--- config.mk ---
export PLATFORM = sky130hd
export DESIGN_NAME = pipeline_hazard_ctrl_flat
export DESIGN_NICKNAME = d
export VERILOG_FILES = /design/src/rtl/pipeline_hazard_ctrl_if.sv /design/src/rtl/pipeline_hazard_ctrl.sv /design/src/flat_wrapper.sv
export SDC_FILE = /design/constraint.sdc
export NUM_CORES = 1
export LEC_CHECK = 0
export BUFFER_PORTS_ARGS = -buffer_cell sky130_fd_sc_hd__buf_2
export CORE_MARGIN = 2
export CORE_UTILIZATION = 33
export DETAILED_ROUTE_END_ITERATION = 8
export GPL_ROUTABILITY_DRIVEN = 0
export HOLD_SLACK_MARGIN = 0.12
export PLACE_DENSITY = 0.77
export SLEW_MARGIN = 10
export SYNTH_ARGS = -nofsm -noshare
export SYNTH_HDL_FRONTEND = slang
export SYNTH_SLANG_ARGS = --single-unit
--- constraint.sdc ---
create_clock -name clk -period 1.6 [get_ports clk]
set_input_delay 0.4 -clock clk [delete_from_list [all_inputs] [get_ports clk]]
set_output_delay 0.4 -clock clk [all_outputs]
set_load 0.02 [all_outputs]
--- src/rtl/pipeline_hazard_ctrl_if.sv ---
// Hazard-controller signal bundle for the 5-stage pipeline. The master is the
// pipeline datapath; the slave is pipeline_hazard_ctrl.
interface pipeline_hazard_ctrl_if #(
  parameter int REG_AW = 4,
  parameter int PERF_W = 32
);
  logic [REG_AW-1:0] rs1_d;
  logic [REG_AW-1:0] rs2_d;
  logic [REG_AW-1:0] rs1_e;
  logic [REG_AW-1:0] rs2_e;
  logic [REG_AW-1:0] rd_e;
  logic              regwrite_e;
  logic              memtoreg_e;
  logic              branch_taken_e;
  logic [REG_AW-1:0] rd_m;
  logic              regwrite_m;
  logic              mem_req_m;
  logic              mem_ready_m;
  logic [REG_AW-1:0] rd_w;
  logic              regwrite_w;

  logic [1:0]        fwd_a_e;
  logic [1:0]        fwd_b_e;
  logic              stall_f;
  logic              stall_d;
  logic              stall_e;
  logic              stall_m;
  logic              flush_d;
  logic              flush_e;
  logic              flush_w;
  logic              mem_fault;
  logic [PERF_W-1:0] perf_stall_cnt;
  logic [PERF_W-1:0] perf_flush_cnt;

  modport master (
    output rs1_d, rs2_d, rs1_e, rs2_e, rd_e, regwrite_e, memtoreg_e,
           branch_taken_e, rd_m, regwrite_m, mem_req_m, mem_ready_m,
           rd_w, regwrite_w,
    input  fwd_a_e, fwd_b_e, stall_f, stall_d, stall_e, stall_m,
           flush_d, flush_e, flush_w, mem_fault, perf_stall_cnt, perf_flush_cnt
  );

  modport slave (
    input  rs1_d, rs2_d, rs1_e, rs2_e, rd_e, regwrite_e, memtoreg_e,
           branch_taken_e, rd_m, regwrite_m, mem_req_m, mem_ready_m,
           rd_w, regwrite_w,
    output fwd_a_e, fwd_b_e, stall_f, stall_d, stall_e, stall_m,
           flush_d, flush_e, flush_w, mem_fault, perf_stall_cnt, perf_flush_cnt
  );
endinterface

--- src/rtl/pipeline_hazard_ctrl.sv ---
// Stall/flush/forwarding control for a 5-stage F/D/E/M/W pipeline with a
// memory-wait timeout FSM. Define HAZARD_PERF_EN to build the saturating perf counters.
module pipeline_hazard_ctrl #(
  parameter int REG_AW   = 4,
  parameter int MAX_WAIT = 16,
  parameter int PERF_W   = 32
) (
  input  logic                   clk,
  input  logic                   reset,
  pipeline_hazard_ctrl_if.slave  hz
);

  localparam int WCNT_W = $clog2(MAX_WAIT) + 1;
  localparam logic [WCNT_W-1:0] WAIT_LAST = WCNT_W'(MAX_WAIT - 1);

  typedef enum logic [0:0] {
    RUN   = 1'b0,
    FAULT = 1'b1
  } state_t;

  logic [REG_AW-1:0] rs1_d;
  logic [REG_AW-1:0] rs2_d;
  logic [REG_AW-1:0] rs1_e;
  logic [REG_AW-1:0] rs2_e;
  logic [REG_AW-1:0] rd_e;
  logic [REG_AW-1:0] rd_m;
  logic [REG_AW-1:0] rd_w;

  assign rs1_d = hz.rs1_d;
  assign rs2_d = hz.rs2_d;
  assign rs1_e = hz.rs1_e;
  assign rs2_e = hz.rs2_e;
  assign rd_e  = hz.rd_e;
  assign rd_m  = hz.rd_m;
  assign rd_w  = hz.rd_w;

  state_t            state;
  state_t            state_nxt;
  logic [WCNT_W-1:0] wait_cnt;
  logic [WCNT_W-1:0] wait_cnt_nxt;

  logic       lw;
  logic       ms;
  logic [1:0] fwd_a;
  logic [1:0] fwd_b;
  logic       stall_f;
  logic       stall_d;
  logic       stall_e;
  logic       stall_m;
  logic       flush_d;
  logic       flush_e;
  logic       flush_w;
  logic       mem_fault;

  // M result is newer than W result, so it wins; register 0 is never forwarded.
  function automatic logic [1:0] fwd_sel(
    input logic [REG_AW-1:0] rs,
    input logic              wr_m,
    input logic [REG_AW-1:0] dst_m,
    input logic              wr_w,
    input logic [REG_AW-1:0] dst_w
  );
    if (wr_m && (dst_m == rs) && (dst_m != '0))
      return 2'b10;
    else if (wr_w && (dst_w == rs) && (dst_w != '0))
      return 2'b01;
    else
      return 2'b00;
  endfunction

  assign lw = hz.memtoreg_e && hz.regwrite_e && (rd_e != '0) &&
              ((rd_e == rs1_d) || (rd_e == rs2_d));
  assign ms = hz.mem_req_m && !hz.mem_ready_m;

  assign fwd_a = fwd_sel(rs1_e, hz.regwrite_m, rd_m, hz.regwrite_w, rd_w);
  assign fwd_b = fwd_sel(rs2_e, hz.regwrite_m, rd_m, hz.regwrite_w, rd_w);

  always_ff @(posedge clk or posedge reset) begin
    if (reset) begin
      state    <= RUN;
      wait_cnt <= '0;
    end else begin
      state    <= state_nxt;
      wait_cnt <= wait_cnt_nxt;
    end
  end

  // A ready on the last allowed wait cycle clears ms, so it never reaches FAULT.
  always_comb begin
    state_nxt    = state;
    wait_cnt_nxt = wait_cnt;
    unique case (state)
      RUN: begin
        if (ms) begin
          wait_cnt_nxt = wait_cnt + WCNT_W'(1);
          if (wait_cnt == WAIT_LAST)
            state_nxt = FAULT;
        end else begin
          wait_cnt_nxt = '0;
        end
      end
      FAULT: begin
        state_nxt    = FAULT;
        wait_cnt_nxt = wait_cnt;
      end
      default: begin
        state_nxt    = RUN;
        wait_cnt_nxt = '0;
      end
    endcase
  end

  always_comb begin
    stall_f   = 1'b0;
    stall_d   = 1'b0;
    stall_e   = 1'b0;
    stall_m   = 1'b0;
    flush_d   = 1'b0;
    flush_e   = 1'b0;
    flush_w   = 1'b0;
    mem_fault = 1'b0;
    if (!reset) begin
      if (state == FAULT) begin
        stall_f   = 1'b1;
        stall_d   = 1'b1;
        stall_e   = 1'b1;
        stall_m   = 1'b1;
        flush_w   = 1'b1;
        mem_fault = 1'b1;
      end else if (ms) begin
        // Freezing E keeps a taken branch pending until memory completes.
        stall_f = 1'b1;
        stall_d = 1'b1;
        stall_e = 1'b1;
        stall_m = 1'b1;
        flush_w = 1'b1;
      end else if (hz.branch_taken_e) begin
        flush_d = 1'b1;
        flush_e = 1'b1;
      end else if (lw) begin
        stall_f = 1'b1;
        stall_d = 1'b1;
        flush_e = 1'b1;
      end
    end
  end

  assign hz.fwd_a_e   = reset ? 2'b00 : fwd_a;
  assign hz.fwd_b_e   = reset ? 2'b00 : fwd_b;
  assign hz.stall_f   = stall_f;
  assign hz.stall_d   = stall_d;
  assign hz.stall_e   = stall_e;
  assign hz.stall_m   = stall_m;
  assign hz.flush_d   = flush_d;
  assign hz.flush_e   = flush_e;
  assign hz.flush_w   = flush_w;
  assign hz.mem_fault = mem_fault;

`ifdef HAZARD_PERF_EN
  logic [PERF_W-1:0] perf_stall_cnt;
  logic [PERF_W-1:0] perf_flush_cnt;

  function automatic logic [PERF_W-1:0] sat_inc(input logic [PERF_W-1:0] v);
    return (&v) ? v : v + PERF_W'(1);
  endfunction

  always_ff @(posedge clk or posedge reset) begin
    if (reset) begin
      perf_stall_cnt <= '0;
      perf_flush_cnt <= '0;
    end else begin
      if (stall_f)
        perf_stall_cnt <= sat_inc(perf_stall_cnt);
      if (flush_d || flush_e)
        perf_flush_cnt <= sat_inc(perf_flush_cnt);
    end
  end

  assign hz.perf_stall_cnt = perf_stall_cnt;
  assign hz.perf_flush_cnt = perf_flush_cnt;
`else
  assign hz.perf_stall_cnt = '0;
  assign hz.perf_flush_cnt = '0;
`endif

endmodule

--- src/flat_wrapper.sv ---
// flat-port wrapper written by rule: the top's interface ports become plain ports
module pipeline_hazard_ctrl_flat 
#(
  parameter int REG_AW   = 4,
  parameter int MAX_WAIT = 16,
  parameter int PERF_W   = 32
)
  (clk, reset, hz_rs1_d, hz_rs2_d, hz_rs1_e, hz_rs2_e, hz_rd_e, hz_regwrite_e, hz_memtoreg_e, hz_branch_taken_e, hz_rd_m, hz_regwrite_m, hz_mem_req_m, hz_mem_ready_m, hz_rd_w, hz_regwrite_w, hz_fwd_a_e, hz_fwd_b_e, hz_stall_f, hz_stall_d, hz_stall_e, hz_stall_m, hz_flush_d, hz_flush_e, hz_flush_w, hz_mem_fault, hz_perf_stall_cnt, hz_perf_flush_cnt);
  pipeline_hazard_ctrl_if #(.REG_AW(REG_AW), .PERF_W(PERF_W)) hz_i ();
  input  logic clk;
  input  logic reset;
  input wire logic [$bits(hz_i.rs1_d)-1:0] hz_rs1_d;
  input wire logic [$bits(hz_i.rs2_d)-1:0] hz_rs2_d;
  input wire logic [$bits(hz_i.rs1_e)-1:0] hz_rs1_e;
  input wire logic [$bits(hz_i.rs2_e)-1:0] hz_rs2_e;
  input wire logic [$bits(hz_i.rd_e)-1:0] hz_rd_e;
  input wire logic [$bits(hz_i.regwrite_e)-1:0] hz_regwrite_e;
  input wire logic [$bits(hz_i.memtoreg_e)-1:0] hz_memtoreg_e;
  input wire logic [$bits(hz_i.branch_taken_e)-1:0] hz_branch_taken_e;
  input wire logic [$bits(hz_i.rd_m)-1:0] hz_rd_m;
  input wire logic [$bits(hz_i.regwrite_m)-1:0] hz_regwrite_m;
  input wire logic [$bits(hz_i.mem_req_m)-1:0] hz_mem_req_m;
  input wire logic [$bits(hz_i.mem_ready_m)-1:0] hz_mem_ready_m;
  input wire logic [$bits(hz_i.rd_w)-1:0] hz_rd_w;
  input wire logic [$bits(hz_i.regwrite_w)-1:0] hz_regwrite_w;
  output wire logic [$bits(hz_i.fwd_a_e)-1:0] hz_fwd_a_e;
  output wire logic [$bits(hz_i.fwd_b_e)-1:0] hz_fwd_b_e;
  output wire logic [$bits(hz_i.stall_f)-1:0] hz_stall_f;
  output wire logic [$bits(hz_i.stall_d)-1:0] hz_stall_d;
  output wire logic [$bits(hz_i.stall_e)-1:0] hz_stall_e;
  output wire logic [$bits(hz_i.stall_m)-1:0] hz_stall_m;
  output wire logic [$bits(hz_i.flush_d)-1:0] hz_flush_d;
  output wire logic [$bits(hz_i.flush_e)-1:0] hz_flush_e;
  output wire logic [$bits(hz_i.flush_w)-1:0] hz_flush_w;
  output wire logic [$bits(hz_i.mem_fault)-1:0] hz_mem_fault;
  output wire logic [$bits(hz_i.perf_stall_cnt)-1:0] hz_perf_stall_cnt;
  output wire logic [$bits(hz_i.perf_flush_cnt)-1:0] hz_perf_flush_cnt;
  assign hz_i.rs1_d = hz_rs1_d;
  assign hz_i.rs2_d = hz_rs2_d;
  assign hz_i.rs1_e = hz_rs1_e;
  assign hz_i.rs2_e = hz_rs2_e;
  assign hz_i.rd_e = hz_rd_e;
  assign hz_i.regwrite_e = hz_regwrite_e;
  assign hz_i.memtoreg_e = hz_memtoreg_e;
  assign hz_i.branch_taken_e = hz_branch_taken_e;
  assign hz_i.rd_m = hz_rd_m;
  assign hz_i.regwrite_m = hz_regwrite_m;
  assign hz_i.mem_req_m = hz_mem_req_m;
  assign hz_i.mem_ready_m = hz_mem_ready_m;
  assign hz_i.rd_w = hz_rd_w;
  assign hz_i.regwrite_w = hz_regwrite_w;
  assign hz_fwd_a_e = hz_i.fwd_a_e;
  assign hz_fwd_b_e = hz_i.fwd_b_e;
  assign hz_stall_f = hz_i.stall_f;
  assign hz_stall_d = hz_i.stall_d;
  assign hz_stall_e = hz_i.stall_e;
  assign hz_stall_m = hz_i.stall_m;
  assign hz_flush_d = hz_i.flush_d;
  assign hz_flush_e = hz_i.flush_e;
  assign hz_flush_w = hz_i.flush_w;
  assign hz_mem_fault = hz_i.mem_fault;
  assign hz_perf_stall_cnt = hz_i.perf_stall_cnt;
  assign hz_perf_flush_cnt = hz_i.perf_flush_cnt;
  pipeline_hazard_ctrl #(.REG_AW(REG_AW), .MAX_WAIT(MAX_WAIT), .PERF_W(PERF_W)) u_core (.clk(clk), .reset(reset), .hz(hz_i));
endmodule
; ---- Yosys cells after proc, flatten, opt, wreduce, memory -nomap -nowiden
; Cells that the tools add are included.
; Widths: inputs -> output; s select.
[totals]
regBits = 6
in_bits = 37
[classes]
n_addsub = 1
n_eq_ne = 7
n_mux = 29
n_bitwise = 1
n_reduce_logical = 17
[ops]
columns = operator, n
row1 = $eq 4x4->1, 6
row2 = $mux 1, 22
row3 = $logic_and 1x1->1, 12
row4 = $reduce_bool 4->1, 3
row5 = $mux 5, 2
row6 = $mux 2, 4
row7 = $add 5x1->5 const B, 1
row8 = $eq 5x4->1 const B, 1
row9 = $pmux 1 s2, 1
row10 = $logic_not 1->1, 1
row11 = $logic_or 1x1->1, 1
row12 = $not 1->1, 1

; ---- Longest topological paths before layout
; Gate-level depths: netlist of run 1.
[depth]
word_depth = 8
depth_mapped = 6
depth_no_buf = 6

; ---- Worst setup path after synthesis of run 1
; OpenSTA, ideal clock, no wires.
[synth_path]
kind = input-to-output
start = input hz_rd_e[1]
end = output hz_stall_f
arrival_ns = 1.640
required_time_ns = 1.200
setup_slack_ns = -0.440
stages = 5
path_buffers = 1
path_cell_list = xor2_1 > nor4_4 > o2111ai_1 > a21oi_1 > buf_4
[synth_between]
elab_chain_cells = 8
word_cells_on_any_way = 11
cone_classes = eq/ne: 2 / mux: 5 / reduce/logical: 4
[synth_lines]
columns = item, line_no
row1 = from (decl), flat_wrapper.sv:16  ; input wire logic [$bits(hz_i.rd_e)-1:0] hz_rd_e;
row2 = $eq 4x4->1 or $reduce_bool 4->1 (tied branches), "pipeline_hazard_ctrl.sv:72, pipeline_hazard_ctrl.sv:71"
row3 = $logic_or 1x1->1 or $logic_and 1x1->1 (tied branches), "pipeline_hazard_ctrl.sv:72, pipeline_hazard_ctrl.sv:71"
row4 = $logic_and 1x1->1 (*), pipeline_hazard_ctrl.sv:71  ; assign lw = hz.memtoreg_e && hz.regwrite_e && (rd_e != '0) &&
row5 = $mux 1 (*) (5 in a row), -
row6 = to (decl), flat_wrapper.sv:28  ; output wire logic [$bits(hz_i.stall_f)-1:0] hz_stall_f;
; Mark *: on every way between the ends. The rest lies on a longest branch, timed or not.

; ---- Worst setup path after layout of run 1
[layout_path]
start = input hz_rs2_d[1]
end = output hz_stall_f
[layout_between]
elab_chain_cells = 8
[layout_lines]
columns = item, line_no
row1 = from (decl), flat_wrapper.sv:13  ; input wire logic [$bits(hz_i.rs2_d)-1:0] hz_rs2_d;
row2 = $eq 4x4->1, pipeline_hazard_ctrl.sv:72  ; ((rd_e == rs1_d) || (rd_e == rs2_d));
row3 = $logic_or 1x1->1, pipeline_hazard_ctrl.sv:72
row4 = $logic_and 1x1->1, pipeline_hazard_ctrl.sv:71
row5 = $mux 1, pipeline_hazard_ctrl.sv:140  ; end else if (lw) begin
row6 = $mux 1, pipeline_hazard_ctrl.sv:137  ; end else if (hz.branch_taken_e) begin
row7 = $mux 1, pipeline_hazard_ctrl.sv:130  ; end else if (ms) begin
row8 = $mux 1, pipeline_hazard_ctrl.sv:123  ; if (state == FAULT) begin
row9 = $mux 1, pipeline_hazard_ctrl.sv:122  ; if (!reset) begin
; No other way between the ends.

==> impl_metrics.env, run 1 <==
export IMPL_status="finished, violations left"
export IMPL_failed_checks="negative setup slack"
export IMPL_wire_per_inst_um=10.5
export IMPL_cpMaxStageDelayCell="nor4_4"
export IMPL_critical_path_cell_chain="buf_6 > xor2_2 > nor4_4 > o2111ai_2 > a21oi_2 > buf_4"
export IMPL_die_y_um=64.0
export IMPL_p_clk_share_pct=19.1
export IMPL_skew_ns=0.00163
export IMPL_p_leak_nw=0.855
export IMPL_seqPwrFrac_pct=21.5
export IMPL_synthesis_area_um2=1190
export IMPL_vdd_drop_max_v=0.000145
export IMPL_grt_pass1_wl_um=3520
export IMPL_antenna_cells=0
export IMPL_clock_latency_ns=0.24
export IMPL_yosysWarnings=0
export IMPL_synth_cell_types=27
export IMPL_tns_ns=-1.35
export IMPL_drive_above_1_share_pct=45.5
export IMPL_synthTopCellsByArea="buf_4 (42%), dfrtp_1 (13%), xnor2_1 (13%)"
export IMPL_grt_max_degree=9
export IMPL_numCtsBuffers=3
export IMPL_layout_common_cells="conb_1 (64), buf_2 (29), buf_4 (17)"
export IMPL_crit_path_end_kind="output port"
export IMPL_worstPathArrival_ns=1.48
export IMPL_startpoint_type="input pin"
export IMPL_vias_per_cell=3.92
export IMPL_drtPass1Iterations=4
export IMPL_maxCapViolCount=0
export IMPL_grt_pass1_vias=821
export IMPL_fin_crit_sh_pct=118
export IMPL_path_clk_slew_ns=0.05
export IMPL_ant_nets=0
export IMPL_cp_max_fo=2
export IMPL_layout_commonest_cell="conb_1"
export IMPL_antenna_found_initial=0
export IMPL_cts_max_level=1
export IMPL_place_ws_ns=-0.344
export IMPL_start_util_pct=35.1
export IMPL_hold_viol=0
export IMPL_synth_seq_area_share_pct=12.6
export IMPL_grtUsageTotal_pct=11.1
export IMPL_wl_um=2680
export IMPL_synthCells=147
export IMPL_die_w_um=64.0
export IMPL_yosysTopAreaCell="buf_4"
export IMPL_drcViolationCount=0
export IMPL_areaGrowthSynthToFinish_pct=40.3
export IMPL_cp_data_required_time_ns=1.20
export IMPL_sw_frac_of_total_pct=45.5
export IMPL_cts_tree="yes"
export IMPL_clock_path_buffers=2
export IMPL_power_internal_uw=398
export IMPL_hpwl_um=2050
export IMPL_drt_iter0_drc=20
export IMPL_fin_ws_ns=-0.280
export IMPL_port_buffers=48
export IMPL_fmax_ghz=0.532
export IMPL_path_class="in2out"
export IMPL_maxSlewViolCount=0
export IMPL_p_per_area_nw_per_um2=438
export IMPL_cpPeakStageDelay_ns=0.33
export IMPL_p_switching_uw=333
export IMPL_period_needed_ns=1.88
export IMPL_vias=999
export IMPL_total_power_uw=731
export IMPL_core_area_um2=3390
export IMPL_combPwrFrac_pct=59.4
export IMPL_final_nets=250
export IMPL_cts_hold_fix_buffers=0
export IMPL_grt_overflow_total=0
export IMPL_netlist_area_leader_share_pct=42.3
export IMPL_rows=21
export IMPL_hold_ws_ns=0.220
export IMPL_setup_viol=7
export IMPL_placedCellCount=249
export IMPL_synth_seq_cells=6
export IMPL_clock_root_buffer="clkbuf_4"
export IMPL_min_path_type="in2async"
export IMPL_ios=113
export IMPL_grt_setup_unrepaired="true"
export IMPL_stdcell_count=255
export IMPL_cts_sinks=6
export IMPL_synth_area_per_cell_um2=8.09
export IMPL_dieArea_um2=4100
[worst max-delay path: cells and delay by family]
kind / cells / cell delay [ns]
xor gates and xnor gates: 1 / 0.18
AOI/OAI and AO/OA: 2 / 0.33
and+or+nand+nor: 1 / 0.33
buffers and inverters: 2 / 0.26
[Yosys cell counts (all sizes together)]
library cell  count
ha                2
o2111ai           1
mux2i             1
nor3              4
xnor2            17
dfrtp             6
clkbuf            1
nor2b             2
inv               4
a21oi             4
nand3             1
conb              1
nand4             4
xor2             10
nand2             1
and2              1
o41ai             1
and3              1
or4               2
o211ai            1
nand4b            1
nor4              2
buf              67
nor2             12
[metal layers]
metal	wire, um	vias to the layer above	track usage, %	share of wire [%]
met5	0	-	0	0
met4	58	0	6.25	2.2
met3	208	4	1.23	7.8
met2	1530	64	21.5	57
met1	879	465	11.4	33
li1	-	466	-	-
[cell type report]
cell class,count,area [um^2]
Clock buffer,3,22.5
Multi-Input combinational cell,132,941
Fill cell,343,1720
Inverter,4,15.0
Tap cell,46,57.6
Timing Repair Buffer,64,483
Sequential cell,6,150
[flip-flops by register name, indices dropped and copies added, names as in the netlist]
register / flops
u_core.state: 1
u_core.wait_cnt: 5
[cells by family after synthesis]
| group | synth area share, % |
|---|---|
| compound gates | 4.73 |
| mux | 0.841 |
| fa+ha+maj | 2.10 |
| other cells | 0.315 |
| flops | 12.6 |
| buf+inv | 43.8 |
| xor+xnor | 19.9 |
| simple gates | 15.7 |
[per-stage QoR]
step | utilization (%) | cell area, um^2
after floorplan | - | 1450
after global placement | 39.6 | 1340
after detailed placement | 39.6 | 1340
after CTS | 47.1 | 1600
after global routing | 49.2 | 1670
final | 49.2 | 1670
[path summary, 6_finish.rpt]
path / from / end / slack, ns / depth (start not counted)
min in group clk: u_core.wait_cnt[4] / u_core.wait_cnt[4] / 0.54 / 2
worst min register to register: u_core.wait_cnt[4] / u_core.wait_cnt[4] / 0.54 / 2
worst max-delay path: hz_rs2_d[1] / hz_stall_f / -0.28 / 6
max in group asynchronous: reset / u_core.wait_cnt[2] / 1.26 / 3
worst min-delay path: reset / u_core.wait_cnt[4] / 0.22 / 3
worst max register to register: u_core.wait_cnt[0] / u_core.wait_cnt[4] / 0.23 / 6
[timing repair]
item | CTS | global route
setup endpoints to repair | 11 | 11
setup buffers | 1 | 2
pin swaps | 17 | 14
resized for setup | 44 | 14
[power groups by stage]
stage	clock [mW]	sequential [mW]	combinational [mW]
finish	0.140	0.157	0.434
global route	0.154	0.157	0.460
CTS	0.147	0.157	0.409
detailed placement	0	0.159	0.347
global placement	0	0.159	0.343
floorplan	0	0.159	0.361
Note: power is estimated with default switching activity, not from simulation.
==> inputs of run 2 (changes only) <==
--- a/config.mk
+++ b/config.mk
@@ -5,9 +5,10 @@
 export SDC_FILE = /design/constraint.sdc
 export NUM_CORES = 1
 export LEC_CHECK = 0
+export ABC_AREA = 1
 export BUFFER_PORTS_ARGS = -buffer_cell sky130_fd_sc_hd__buf_2
 export CORE_MARGIN = 2
-export CORE_UTILIZATION = 33
+export CORE_UTILIZATION = 35
 export DETAILED_ROUTE_END_ITERATION = 8
 export GPL_ROUTABILITY_DRIVEN = 0
 export HOLD_SLACK_MARGIN = 0.12
==> run 2 against run 1 <==
  * The flow now finishes without violations
  * Count of clock-buffer cells in the layout did not move
  * First-iteration DRC count rose by 75%
  * Register-to-register slack barely moved
  * Design area rose by 3.7%
  * Power rose by 9.1%
  * Critical endpoint is now hz_fwd_a_e[0]
==> impl_metrics.env, run 2 <==
export IMPL_synthCells=219
export IMPL_synth_cell_types=24
export IMPL_grt_overflow_total=0
export IMPL_skew_ns=0.00154
export IMPL_drtPass1Iterations=4
export IMPL_cpMaxStageDelayCell="buf_4"
export IMPL_p_leak_nw=1.00
export IMPL_die_w_um=65.8
export IMPL_drive_above_1_share_pct=37.3
export IMPL_cp_max_fo=4
export IMPL_rows=22
export IMPL_path_clk_slew_ns=0.04
export IMPL_cts_tree="yes"
export IMPL_critical_path_cell_chain="buf_8 > nor2_4 > nand3_2 > nand2_1 > inv_1 > nand2_2 > nor2_2 > nor2_1 > buf_4"
export IMPL_areaGrowthSynthToFinish_pct=29.4
export IMPL_synth_top_cells_by_count="buf_4 (67), nand2_1 (48), inv_1 (27)"
export IMPL_grt_max_degree=7
export IMPL_grt_pass1_wl_um=3780
export IMPL_startpoint_type="input pin"
export IMPL_port_buffers=48
export IMPL_ios=113
export IMPL_synth_seq_area_share_pct=11.2
export IMPL_period_needed_ns=1.59
export IMPL_vias=1274
export IMPL_die_y_um=65.8
export IMPL_start_util_pct=36.5
export IMPL_ant_nets=0
export IMPL_wire_per_inst_um=8.49
export IMPL_numCtsBuffers=3
export IMPL_worstPathBufferInverterCount=3
export IMPL_cp_top_family="simple AND/OR/NAND/NOR gates"
export IMPL_synthTopCellsByArea="buf_4 (38%), nand2_1 (13%), dfrtp_1 (11%)"
export IMPL_maxSlewViolCount=0
export IMPL_dieArea_um2=4330
export IMPL_p_per_area_nw_per_um2=461
export IMPL_fin_crit_sh_pct=99.4
export IMPL_path_class="in2out"
export IMPL_async_reset_ff_share_pct=100
export IMPL_yosysTopAreaCell="buf_4"
export IMPL_vdd_drop_max_v=0.000160
export IMPL_fmax_ghz=0.629
export IMPL_hpwl_um=2240
export IMPL_cts_sinks=6
export IMPL_antenna_found_initial=0
export IMPL_clock_latency_ns=0.22
export IMPL_status="finished clean"
export IMPL_synthesis_area_um2=1340
export IMPL_synth_area_per_cell_um2=6.11
export IMPL_core_area_um2=3660
export IMPL_layout_commonest_cell="conb_1"
export IMPL_clock_root_buffer="clkbuf_8"
export IMPL_stdcell_count=319
export IMPL_grtUsageTotal_pct=11.0
export IMPL_worstPathArrival_ns=1.19
export IMPL_cpPeakStageDelay_ns=0.15
export IMPL_layout_common_cells="conb_1 (64), nand2_1 (38), buf_2 (19)"
export IMPL_cts_max_level=1
export IMPL_reg_top3="u_core.wait_cnt x5, u_core.state x1"
export IMPL_clock_path_buffers=2
export IMPL_antenna_cells=0
export IMPL_grt_setup_unrepaired="true"
export IMPL_multiInputGateArea_um2=905
export IMPL_hold_ws_ns=0.187
export IMPL_drcViolationCount=0
export IMPL_crit_path_end_kind="output port"
export IMPL_synth_edf_count=0
export IMPL_hold_viol=0
export IMPL_post_cts_setup_buffers=0
export IMPL_largest_register="u_core.wait_cnt"
export IMPL_placedCellCount=316
export IMPL_cts_hold_fix_buffers=0
export IMPL_cp_data_required_time_ns=1.20
export IMPL_vias_per_cell=3.99
export IMPL_largest_reg_flops=5
export IMPL_yosysMostFrequentCell="buf_4"
export IMPL_synth_seq_cells=6
export IMPL_ys_flop_type="dfrtp_1"
export IMPL_wl_um=2710
export IMPL_drt_iter0_drc=35
export IMPL_fill_cells=385
export IMPL_setup_viol=0
export IMPL_final_nets=312
export IMPL_regArea_um2=150
export IMPL_min_path_type="in2async"
export IMPL_grt_pass1_vias=960
export IMPL_yosysWarnings=0
export IMPL_netlist_area_leader_share_pct=37.6
export IMPL_maxCapViolCount=0
## run 2: cell count changes after synthesis, sizes merged, moves of 3 or more
cell / previous run / this run
o21ai: 0 / 3
nor3: 4 / 7
inv: 4 / 30
nor2: 12 / 25
nand3: 1 / 7
xnor2: 17 / 5
nand2: 1 / 49
xor2: 10 / 4
## run 2: area by class of cell
cell class | instances | share of cell area (%)
well taps | 48 | 3.47
clock buffers | 3 | 2.39
inverters | 31 | 7.52
multi-input cells | 177 | 52.3
flip-flops and latches | 6 | 8.68
repair buffers | 54 | 25.7
## run 2: per-layer routing
layer	GRT usage, %	up-vias	part of all wire [%]
met5	0	-	0
met4	3.13	0	1.5
met3	1.53	4	8.9
met2	21.2	64	55
met1	12.3	567	34
li1	-	639	-
## run 2: worst paths after layout
check	start	to	slack [ns]	cells past startpoint
max reg2reg	u_core.wait_cnt[0]	u_core.wait_cnt[4]	0.24	7
max in group asynchronous	reset	u_core.wait_cnt[3]	1.30	3
min in group clk	hz_mem_ready_m	u_core.state	0.48	4
max	hz_rd_m[3]	hz_fwd_a_e[0]	0.01	9
min reg2reg	u_core.wait_cnt[1]	u_core.wait_cnt[1]	0.51	2
min	reset	u_core.wait_cnt[4]	0.19	3
## run 2: cell families (layout without fill, tap and decap cells)
kind of cell | after synthesis | count (layout) | share of synthesized area (%)
XOR/XNOR | 9 | 9 | 5.89
flip-flops | 6 | 6 | 11.2
AO/OA/AOI/OAI | 9 | 9 | 3.93
other | 1 | 64 | 0.280
buffers and inverters | 99 | 88 | 47.2
AND/OR/NAND/NOR | 93 | 93 | 29.6
adder cells (fa/ha/maj) | 2 | 2 | 1.87
## run 2: worst min-delay path: stages
cell and delay, ns:
buf_4 0.14, inv_4 0.06, buf_4 0.14
## run 2: what timing repair did
item	CTS	global route
pin swaps	3	29
gates resized for setup	13	72
cloned	0	0
setup endpoints to repair	6	9
## run 2: stage by stage
stage	cell area [um^2]	setup TNS, ns	total power, mW	utilization (%)	setup slack (ns)
CTS	1500	0	0.744	40.9	0.00120
finish	1730	0	0.797	47.3	0.00967
detailed placement	1420	-0.128	0.499	38.7	-0.0909
global route	1730	-0.252	0.855	47.3	-0.0499
global placement	1420	-0.186	0.496	38.7	-0.159
floorplan	1590	0	0.526	-	0.0278
## run 2: report_power, final
part / total [mW] / switching [mW] / internal, mW
Sequential: 0.158 / 0.00238 / 0.155
Combinational: 0.412 / 0.273 / 0.139
Clock: 0.228 / 0.0659 / 0.162
Total: 0.797 / 0.341 / 0.456
==> inputs of run 3 (changes only) <==
--- a/config.mk
+++ b/config.mk
@@ -7,13 +7,14 @@
 export LEC_CHECK = 0
 export ABC_AREA = 1
 export BUFFER_PORTS_ARGS = -buffer_cell sky130_fd_sc_hd__buf_2
+export CORE_ASPECT_RATIO = 0.5
 export CORE_MARGIN = 2
 export CORE_UTILIZATION = 35
 export DETAILED_ROUTE_END_ITERATION = 8
-export GPL_ROUTABILITY_DRIVEN = 0
 export HOLD_SLACK_MARGIN = 0.12
 export PLACE_DENSITY = 0.77
 export SLEW_MARGIN = 10
 export SYNTH_ARGS = -nofsm -noshare
 export SYNTH_HDL_FRONTEND = slang
 export SYNTH_SLANG_ARGS = --single-unit
+export TNS_END_PERCENT = 30
==> run 3 against run 2 <==
  * The run now ends with negative setup slack left
  * Utilization is 2.2 points higher
  * Sequential power hardly changed
  * Sequential share of layout area hardly changed
  * Count of clock-buffer cells in the layout stayed put
  * Design area is 1.4% higher
  * Power is 0.30% lower
  * Flip-flop and latch count stayed put
  * Die area is 0.68% higher
  * Final cell count is 2.5% higher
  * Clock power is 4% lower
  * Non-clock buffer count is 5 higher
  * Critical path depth stayed put
  * Critical endpoint unchanged
  * Largest power group unchanged
==> impl_metrics.env, run 3 (synthesis gave the netlist of run 2 again) <==
export IMPL_placedCellCount=319
export IMPL_drcViolationCount=0
export IMPL_die_w_um=91.4
export IMPL_drt_iter0_drc=40
export IMPL_largest_reg_flops=5
export IMPL_grt_setup_unrepaired="true"
export IMPL_place_ws_ns=-0.0653
export IMPL_ios=113
export IMPL_cts_max_level=1
export IMPL_worstPathArrival_ns=1.23
export IMPL_grt_pass1_wl_um=3990
export IMPL_hpwl_um=2320
export IMPL_clock_root_buffer="clkbuf_8"
export IMPL_largest_register="u_core.wait_cnt"
export IMPL_grtUsageTotal_pct=11.3
export IMPL_tns_ns=-0.0345
export IMPL_drive_above_1_share_pct=38.8
export IMPL_gp_congestion=0.842
export IMPL_grt_pass1_vias=1060
export IMPL_hold_ws_ns=0.165
export IMPL_start_util_pct=37.7
export IMPL_min_path_type="in2async"
export IMPL_grt_max_degree=8
export IMPL_cts_hold_fix_buffers=0
export IMPL_final_nets=317
export IMPL_fill_cells=323
export IMPL_antenna_found_initial=0
export IMPL_areaGrowthSynthToFinish_pct=31.2
export IMPL_clock_path_buffers=2
export IMPL_antenna_cells=0
export IMPL_wire_per_inst_um=9.80
export IMPL_wl_um=3200
export IMPL_timing_rr_start="u_core.wait_cnt[0]"
export IMPL_ant_nets=0
export IMPL_core_area_um2=3550
export IMPL_vias=1313
export IMPL_p_leak_nw=1.02
export IMPL_timing_rr_end="u_core.wait_cnt[4]"
export IMPL_layout_commonest_cell="conb_1"
export IMPL_crit_path_end_kind="output port"
export IMPL_startpoint_type="input pin"
export IMPL_path_clk_slew_ns=0.03
export IMPL_failed_checks="negative setup slack"
export IMPL_multiInputGateArea_um2=916
export IMPL_reg_top3="u_core.wait_cnt x5, u_core.state x1"
export IMPL_hold_viol=0
export IMPL_fin_ws_ns=-0.0271
export IMPL_r2r_slack_ns=0.26
export IMPL_setup_viol=2
export IMPL_maxSlewViolCount=0
export IMPL_dieArea_um2=4360
export IMPL_skew_ns=0.00117
export IMPL_rows=15
export IMPL_numCtsBuffers=3
export IMPL_vdd_drop_max_v=0.000114
export IMPL_cts_sinks=6
export IMPL_drtPass1Iterations=4
export IMPL_worstRegToRegCells=7
export IMPL_clock_latency_ns=0.22
export IMPL_maxCapViolCount=0
export IMPL_stdcell_count=327
export IMPL_die_y_um=47.7
export IMPL_layout_common_cells="conb_1 (64), nand2_1 (39), buf_2 (25)"
export IMPL_grt_overflow_total=0
export IMPL_fin_crit_sh_pct=102
export IMPL_regArea_um2=151
export IMPL_cp_data_required_time_ns=1.20
export IMPL_status="finished, violations left"
export IMPL_cts_tree="yes"
export IMPL_path_class="in2out"
export IMPL_period_needed_ns=1.63
export IMPL_port_buffers=48
export IMPL_fmax_ghz=0.615
export IMPL_vias_per_cell=4.02
export IMPL_cp_max_fo=4
export IMPL_p_per_area_nw_per_um2=453
run 3: routing by layer:
layer  GRT usage [%]  share of wire (%)
met2            25.9                 57
met3            2.99                7.6
met4            5.76                1.2
met5               0                  0
met1            9.57                 34
run 3: worst max-delay path, stage by stage:
cell and delay (ns):
buf_6 0.11, nor2_4 0.10, nand3_2 0.09, nand2_1 0.08, inv_1 0.05, nand2_2 0.08
nor2_2 0.04, nor2_1 0.13, buf_4 0.16
run 3: cell type report:
cell class,count,share of cell area (%)
Tap cell,51,3.64
Inverter,31,7.42
Multi-Input combinational cell,177,52.2
Clock buffer,3,2.35
Sequential cell,6,8.63
Timing Repair Buffer,59,25.7
run 3: how the worst max path moves through the flow:
stage,from,to,slack [ns]
2_1_floorplan,hz_rs1_e[0],hz_fwd_a_e[1],0.03
3_3_place_gp,hz_rd_e[2],hz_stall_d,-0.001
3_5_place_dp,hz_rd_e[0],hz_stall_f,-0.07
4_1_cts,reset,hz_fwd_b_e[0],-0.005
5_1_grt,hz_rs1_e[0],hz_fwd_a_e[0],-0.08
6_report,hz_rd_m[0],hz_fwd_a_e[0],-0.03
run 3: metrics by stage:
| step | instance area [um^2] | power [mW] | utilization, % |
|---|---|---|---|
| 2_1_floorplan | 1590 | 0.526 | - |
| 3_3_place_gp | 1420 | 0.495 | 40.1 |
| 3_5_place_dp | 1420 | 0.501 | 40.1 |
| 4_1_cts | 1510 | 0.733 | 42.5 |
| 5_1_grt | 1750 | 0.847 | 49.5 |
| 6_report | 1750 | 0.795 | 49.5 |
run 3: power by group:
group	switching, mW	internal (mW)	leakage (nW)
clock network	0.0578	0.161	0.0216
registers	0.00250	0.155	0.0657
logic	0.284	0.134	0.933
run 3: what timing repair did:
action	CTS	global route
hold endpoints to repair	0	0
buffers inserted	0	5
gates resized for setup	15	68
pin swaps	12	31
setup endpoints to repair	7	8
